--- config.mk ---
export PLATFORM = sky130hd
export DESIGN_NAME = mem_port_arbiter
export DESIGN_NICKNAME = d
export VERILOG_FILES = /design/src/rtl/mem_port_arbiter_pkg.sv /design/src/rtl/arb_perf_cnt.sv /design/src/rtl/mem_port_arbiter.sv
export SDC_FILE = /design/constraint.sdc
export NUM_CORES = 1
export LEC_CHECK = 0
export ABC_CLOCK_PERIOD_IN_PS = 1700
export BUFFER_PORTS_ARGS = -buffer_cell sky130_fd_sc_hd__clkbuf_2
export CORE_AREA = 3 3 132 134
export CTS_CLUSTER_DIAMETER = 120
export DETAILED_ROUTE_END_ITERATION = 16
export DIE_AREA = 0 0 135 137
export PLACE_DENSITY = 0.7
export SETUP_SLACK_MARGIN = 0.05
export SLEW_MARGIN = 20
export SYNTH_ARGS = -nofsm -noshare
export SYNTH_HDL_FRONTEND = slang
export SYNTH_SLANG_ARGS = --single-unit
--- constraint.sdc ---
create_clock -name clk -period 1.7 [get_ports clk]
set_input_delay 0.17 -clock clk [delete_from_list [all_inputs] [get_ports clk]]
set_output_delay 0.17 -clock clk [all_outputs]
set_load 0.01 [all_outputs]
--- src/rtl/mem_port_arbiter_pkg.sv ---
// mem_port_arbiter_pkg: shared state, owner and write-enable encodings for the memory port arbiter
// Contents:
//   arb_state_e  ARB_IDLE / ARB_REQ / ARB_WAIT transaction phases
//   owner_e      OWNER_I (fetch port) / OWNER_D (data port)
//   WE_NONE      byte-enable pattern of a read
package mem_port_arbiter_pkg;

    typedef enum logic [1:0] {
        ARB_IDLE = 2'd0,
        ARB_REQ  = 2'd1,
        ARB_WAIT = 2'd2
    } arb_state_e;

    typedef enum logic {
        OWNER_I = 1'b0,
        OWNER_D = 1'b1
    } owner_e;

    localparam logic [3:0] WE_NONE = 4'b0000;

endpackage

--- src/rtl/arb_perf_cnt.sv ---
// arb_perf_cnt: saturating event counter
// Ports:
//   clk    in   clock
//   rst    in   synchronous active-high clear
//   inc_i  in   count this cycle
//   cnt_o  out  W-bit count, sticks at all-ones
module arb_perf_cnt #(
    parameter int W = 32
) (
    input  logic         clk,
    input  logic         rst,
    input  logic         inc_i,
    output logic [W-1:0] cnt_o
);

    logic [W-1:0] cnt_q;

    always_ff @(posedge clk) begin
        if (rst)
            cnt_q <= '0;
        else if (inc_i && !(&cnt_q))
            cnt_q <= cnt_q + W'(1);
    end

    assign cnt_o = cnt_q;

endmodule

--- src/rtl/mem_port_arbiter.sv ---
// mem_port_arbiter: shares one single-port memory between the fetch port and the data port
// One transaction in flight at a time, data before fetch, fetches cancelled by flush.
// Optional feature: define ARB_PERF_CNT_EN to enable the conf_cnt / stall_cnt counters.
// Ports:
//   clk, rst                      clock, synchronous active-high reset
//   if_req/if_addr                fetch request (held until if_valid)
//   if_rdata/if_valid             fetched word, one-cycle valid pulse
//   d_req/d_we/d_addr/d_wdata     data request (held until d_valid), d_we=0 is a load
//   d_rdata/d_valid               load data, one-cycle completion pulse
//   flush                         exception flush, cancels fetches only
//   stall_req                     some request is still unserved
//   m_req/m_we/m_addr/m_wdata     memory request side
//   m_gnt/m_rvalid/m_rdata        memory grant and response
//   conf_cnt/stall_cnt            perf counters (zero unless ARB_PERF_CNT_EN)
module mem_port_arbiter
    import mem_port_arbiter_pkg::*;
#(
    parameter int ADDR_W = 32,
    parameter int DATA_W = 32,
    parameter int CNT_W  = 32
) (
    input  logic              clk,
    input  logic              rst,
    input  logic              if_req,
    input  logic [ADDR_W-1:0] if_addr,
    output logic [DATA_W-1:0] if_rdata,
    output logic              if_valid,
    input  logic              d_req,
    input  logic [3:0]        d_we,
    input  logic [ADDR_W-1:0] d_addr,
    input  logic [DATA_W-1:0] d_wdata,
    output logic [DATA_W-1:0] d_rdata,
    output logic              d_valid,
    input  logic              flush,
    output logic              stall_req,
    output logic              m_req,
    output logic [3:0]        m_we,
    output logic [ADDR_W-1:0] m_addr,
    output logic [DATA_W-1:0] m_wdata,
    input  logic              m_gnt,
    input  logic              m_rvalid,
    input  logic [DATA_W-1:0] m_rdata,
    output logic [CNT_W-1:0]  conf_cnt,
    output logic [CNT_W-1:0]  stall_cnt
);

    arb_state_e        state_q, state_d;
    owner_e            owner_q, owner_d;
    logic              cancel_q, cancel_d;
    logic [3:0]        m_we_q, m_we_d;
    logic [ADDR_W-1:0] m_addr_q, m_addr_d;
    logic [DATA_W-1:0] m_wdata_q, m_wdata_d;
    logic [DATA_W-1:0] if_rdata_q, if_rdata_d;
    logic [DATA_W-1:0] d_rdata_q, d_rdata_d;
    logic              if_valid_q, if_valid_d;
    logic              d_valid_q, d_valid_d;
    logic              d_pend, if_pend, fetch_flush;

    // A request is still high during its own valid cycle; masking with the valid
    // pulse keeps that cycle from launching a duplicate transaction.
    assign d_pend      = d_req & ~d_valid_q;
    assign if_pend     = if_req & ~if_valid_q & ~flush;
    assign fetch_flush = (owner_q == OWNER_I) & flush;

    always_ff @(posedge clk) begin
        if (rst) begin
            state_q    <= ARB_IDLE;
            owner_q    <= OWNER_I;
            cancel_q   <= 1'b0;
            m_we_q     <= '0;
            m_addr_q   <= '0;
            m_wdata_q  <= '0;
            if_rdata_q <= '0;
            d_rdata_q  <= '0;
            if_valid_q <= 1'b0;
            d_valid_q  <= 1'b0;
        end else begin
            state_q    <= state_d;
            owner_q    <= owner_d;
            cancel_q   <= cancel_d;
            m_we_q     <= m_we_d;
            m_addr_q   <= m_addr_d;
            m_wdata_q  <= m_wdata_d;
            if_rdata_q <= if_rdata_d;
            d_rdata_q  <= d_rdata_d;
            if_valid_q <= if_valid_d;
            d_valid_q  <= d_valid_d;
        end
    end

    always_comb begin
        state_d    = state_q;
        owner_d    = owner_q;
        cancel_d   = cancel_q;
        m_we_d     = m_we_q;
        m_addr_d   = m_addr_q;
        m_wdata_d  = m_wdata_q;
        if_rdata_d = if_rdata_q;
        d_rdata_d  = d_rdata_q;
        if_valid_d = 1'b0;
        d_valid_d  = 1'b0;
        case (state_q)
            ARB_IDLE: begin
                cancel_d = 1'b0;
                if (d_pend) begin
                    state_d   = ARB_REQ;
                    owner_d   = OWNER_D;
                    m_we_d    = d_we;
                    m_addr_d  = d_addr;
                    m_wdata_d = d_wdata;
                end else if (if_pend) begin
                    state_d  = ARB_REQ;
                    owner_d  = OWNER_I;
                    m_we_d   = WE_NONE;
                    m_addr_d = if_addr;
                end
            end
            ARB_REQ: begin
                // Once granted the memory will answer, so a flush can only mark
                // the fetch as cancelled; before grant it may simply be withdrawn.
                if (m_gnt) begin
                    state_d  = ARB_WAIT;
                    cancel_d = fetch_flush;
                end else if (fetch_flush) begin
                    state_d = ARB_IDLE;
                end
            end
            ARB_WAIT: begin
                cancel_d = cancel_q | fetch_flush;
                if (m_rvalid) begin
                    state_d  = ARB_IDLE;
                    cancel_d = 1'b0;
                    if (owner_q == OWNER_D) begin
                        d_rdata_d = m_rdata;
                        d_valid_d = 1'b1;
                    end else if (!(cancel_q | flush)) begin
                        if_rdata_d = m_rdata;
                        if_valid_d = 1'b1;
                    end
                end
            end
            default: state_d = ARB_IDLE;
        endcase
    end

    assign m_req     = (state_q == ARB_REQ);
    assign m_we      = m_we_q;
    assign m_addr    = m_addr_q;
    assign m_wdata   = m_wdata_q;
    assign if_rdata  = if_rdata_q;
    assign if_valid  = if_valid_q;
    assign d_rdata   = d_rdata_q;
    assign d_valid   = d_valid_q;
    assign stall_req = (if_req & ~if_valid_q & ~flush) | (d_req & ~d_valid_q);

`ifdef ARB_PERF_CNT_EN
    arb_perf_cnt #(.W(CNT_W)) u_conf_cnt (
        .clk   (clk),
        .rst   (rst),
        .inc_i (if_req & d_req),
        .cnt_o (conf_cnt)
    );

    arb_perf_cnt #(.W(CNT_W)) u_stall_cnt (
        .clk   (clk),
        .rst   (rst),
        .inc_i (stall_req),
        .cnt_o (stall_cnt)
    );
`else
    assign conf_cnt  = '0;
    assign stall_cnt = '0;
`endif

endmodule

======== Word-level counts from Yosys, hierarchy flattened ========
Index checks and enable logic that the tools add are counted.
storage, ports and cells
  bits of input ports ..................... 139
  flip-flop bits (word level) ............. 138
operators by class
  bitwise logic cells ..................... 14
  equal/unequal tests ..................... 6
  reductions and logical operators ........ 11
  muxes and demuxes ....................... 17
operator list
  kind                                            number
  2-to-1 mux 32 bit                               2
  2-to-1 mux 2 bit                                5
  2-to-1 mux 4 bit                                2
  NOT 1 bit                                       7
  2-to-1 mux 1 bit                                6
  case mux 2 bit (3 select lines)                 1
  AND reduction 2 bit                             3
  AND reduction 3 bit                             2
  AND 1 bit                                       4
  AND reduction 4 bit                             1
  OR reduction 4 bit                              1
  != test 3 x 1 -> 1 bit (second input constant)  1
  != test 3 bit (second input constant)           1
  bitwise OR 1 bit                                3
  case mux 1 bit (3 select lines)                 1
  nonzero test 3 bit                              1
  OR reduction 3 bit                              1
  == test 2 x 1 -> 1 bit (second input constant)  1
  == test 2 bit (second input constant)           1
  logical NOT 2 bit                               1
  != test 2 x 1 -> 1 bit (second input constant)  1
  != test 2 bit (second input constant)           1
  nonzero test 2 bit                              1

======== Longest topological paths before layout ========
  depth after elaboration ................. 6
  mapped depth ............................ 8
  gate-level depth less buffers ........... 6

======== Least setup slack after synthesis ========
Ideal clock, no wire load.
  path kind ............................... register to register
  from .................................... reg state_q[0]
  to ...................................... reg m_addr_q[10], in the netlist m_addr[10]
  buffers on the path ..................... 2
  cell stages (with the launch flop) ...... 9
  data arrival time ....................... 1.511 ns
  clock period less this slack ............ 1.651 ns
  setup time .............................. 0.140 ns
  slack ................................... 0.049 ns
  cells stage by stage .................... dfxtp_1 -> inv_1 -> ha_1 -> and4bb_1 -> or2_1 -> buf_6 -> buf_2 -> nor2_1 -> a211oi_2
on the way
  word-level cells in the longest chain between the ends .. 2
RTL lines
  element                        line                     text
  from (decl)                    mem_port_arbiter.sv:47   arb_state_e state_q, state_d;
  from (signal assigned)         mem_port_arbiter.sv:78   state_q <= state_d;
  logical NOT 2 bit              mem_port_arbiter.sv:102  case (state_q)
  AND reduction 2 bit (no line)  -
  to (signal assigned)           mem_port_arbiter.sv:82   m_addr_q <= m_addr_d;
  to (decl)                      mem_port_arbiter.sv:51   logic [ADDR_W-1:0] m_addr_q, m_addr_d;
Every way passes these cells.
A chain may end at the register's enable or synchronous reset.

======== Worst setup path after layout ========
  from .................................... reg state_q[1]
  to ...................................... reg if_rdata_q[23], in the netlist if_rdata[23]
on the way
  word-level cells in the longest chain between the ends .. 2
RTL lines
  element                        line                     text
  == test 2 bit                  mem_port_arbiter.sv:102
  AND reduction 4 bit (no line)  -
  to (signal assigned)           mem_port_arbiter.sv:84   if_rdata_q <= if_rdata_d;
  to (decl)                      mem_port_arbiter.sv:53   logic [DATA_W-1:0] if_rdata_q, if_rdata_d;
Every way passes these cells.

==> results.md <==
- Status: completed
- Slew at the pin closest to its max-slew limit: 0.5266 ns
- Top-area cell type share of the netlist area: 0.4762
- Via-to-Cell Ratio: approximately 4.5
- Hold Path Depth: 3
- Number of core rows: 47
- Fin crit period: roughly 1.7 ns
- Top Ports: about 340
- Syn avg cell area: between 8 and 9 um^2
- ANT cells: 0
- Final period util: 0.9947
- Critical path origin: state_q[1]
- Die H: about 140 um
- Ys async rst share: 0
- H-tree level count: 4
- Die Wd: between 100 and 150 um
- Initial antenna violation count: 0
- Antenna viol nets, final: 0
- Area grow syn2layout: 56.37%
- Distinct cells, synth: 31
- Worst EP required: ~2.0 ns
- Synth cell count leaders: nand2_1, dfxtp_1, a21oi_1
- Setup Viol. Count Final: 0
- Total GRT Usage: 0.1782
- # Max-Cap Violations: 0
- Share of layout cells above drive strength 1: 0.4207
- Largest cells by area after synthesis: dfxtp_1, nand2_1, buf_4, a21oi_1, mux2i_1
- Met1 Track Usage GR: 0.1957
- Slew Viols, Final: 0
- Syn Inst Count: 682
- Post-synthesis register bit count: roughly 140
- Routed length per instance: 15.24 um
- Pwr/cell area: between 1000 and 1500 mW/mm^2
- Mapped Area: about 0.0058 mm^2
- Met2 Usage GRT: 0.3257
- Number of nets in the layout: between 1000 and 1500
- RSZ-0062 raised after global routing: true
- Skew final: 0.005106 ns
- Grt ovf: 0
- Endpoints failing hold: 0
- Total routed wirelength: just under 20000 um
- Root Driver: clkbuf_16
- Die ar.: roughly 0.018 mm^2
- Vias: about 5700
- Clk slew on worst S/H paths: ~0.06 ns
- Relative slew slack: 0.6490
- IO buf count: 274
- Synth warn: 0
- Most frequent cell after synthesis: nand2_1
- Worst Path Arrival: 1.99 ns
- Vias in the first global route: between 5000 and 6000
- Critical hold path startpoint: d_we[2]
- Leakage: 4.097 nW
- CTS Buf Count: 17
- Cell taking the most area after synthesis: dfxtp_1
- Post-DP HPWL: about 12000 um
- Initial core utilization: 0.3536
- R2r startpoint: state_q[1]
- Global routing usage on met3: 0.06066
- Largest net degree at the start of global routing: 37
- Drt drc: 0
- Post-synth EDFFs: 0
- Worst min path class: primary input to flip-flop
- Setup crit end kind: flip-flop
- Sequential area share after synthesis: 0.4762
- Startpoint types: flip-flop
- Placeable core area: 0.01641 mm^2
- Critical path type: flip-flop to flip-flop
- Top Usage Layer GRT: met2
- First-pass GRT wire length: about 26000 um
- Synth Flop Type: dfxtp_1
- Post-route setup TNS: 0 ns
- Worst vdd ir: around 640 uV
- DRT Pass-1 Iters: 4
- Initial DRC count: 168
- Max Fclk: roughly 590 MHz
- CTS Buffer Depth: 2
- Hold WS: around 0.016 ns
- CTS tree: yes
- Worst r2r path cells: 7
- CP max FO: 8
- RD Place Congestion: between 0.7 and 0.8
- Clk Latency, worst-skew pair: 0.41 ns
- Clk sinks: around 140
==> critical path, stage by stage (launching register included) <==
cell       delay, ns
dfxtp_2         0.34
buf_6           0.11
ha_4            0.14
nand2_2         0.06
or4_4           0.59
clkbuf_16       0.23
nand2_4         0.07
a21oi_2         0.04
==> layout make-up <==
cell class / count / area, um^2
tap: 220 / 275.3
clock inverter: 13 / 142.6
clock buffer: 19 / 442.9
fill: 1459 / 7335
timing repair buffer: 375 / 2570
multi-input combinational: 494 / 2867
inverter: 2 / 10.01
sequential: 138 / 2765
==> path summary, 6_finish.rpt <==
path	endpoint	slack, ns
max	if_rdata[23]	0.009
min	m_we[2]	0.02
max reg2reg	if_rdata[23]	0.009
min reg2reg	m_wdata[23]	0.45
==> placed cells by master, fill, tap and decap left out, types with 22 or more instances in the layout <==
cell type        n
clkbuf_16       24
conb_1          64
dfxtp_1        136
mux2i_1         34
a211oi_2        27
nor2_2          22
dlygate4sd3_1   64
nand2_1        176
a21oi_1         89
clkbuf_2       273
==> registers in the layout (all words and copies together), names as in the netlist <==
signal    cells
cancel_q      1
m_addr       32
m_we          4
if_valid      1
owner_q       1
if_rdata     32
d_valid       1
m_wdata      32
state_q       2
d_rdata      32
==> stage by stage <==
stage                     worst slack [ns]  cell area, um^2  utilization  total power [mW]  instances
final                             0.009023             9072       0.5530             9.776       1261
after global routing              -0.04743             9072       0.5530             10.23       1261
after CTS                          0.05159             8544       0.5208             9.450       1248
after detailed placement          -0.03388             7281       0.4438             5.562       1151
after global placement             0.02139             7281       0.4438             5.521       1151
after floorplan                    0.04883             6038            -             4.941        745
==> report_power, final <==
part	switching [mW]	internal, mW	total, mW
clock network	1.46	2.21	3.67
logic	1.29	1.11	2.40
registers	0.178	3.53	3.70
==> cell families after synthesis <==
family	synth area share
adder cells (fa/ha/maj)	0.01078
AND/OR/NAND/NOR	0.1758
flip-flops	0.4762
multiplexers	0.05866
buffers and inverters	0.1225
AO/OA/AOI/OAI	0.1555
other	0.0006463
==> timing repair <==
action,in CTS,in global routing
hold endpoints to repair,91,0
hold buffers,64,0
cloned,1,10
pin swaps,0,23
buffers inserted,0,3
gates resized for setup,5,88
endpoints found under the setup margin,32,99
==> layer usage <==
metal  share of wire  vias to the layer above
met3           0.083                       24
met1            0.38                     2615
met2            0.52                      225
met4           0.013                        0
met5               0                        -
li1                -                     2819
Note: power is estimated with default switching activity, not from simulation.
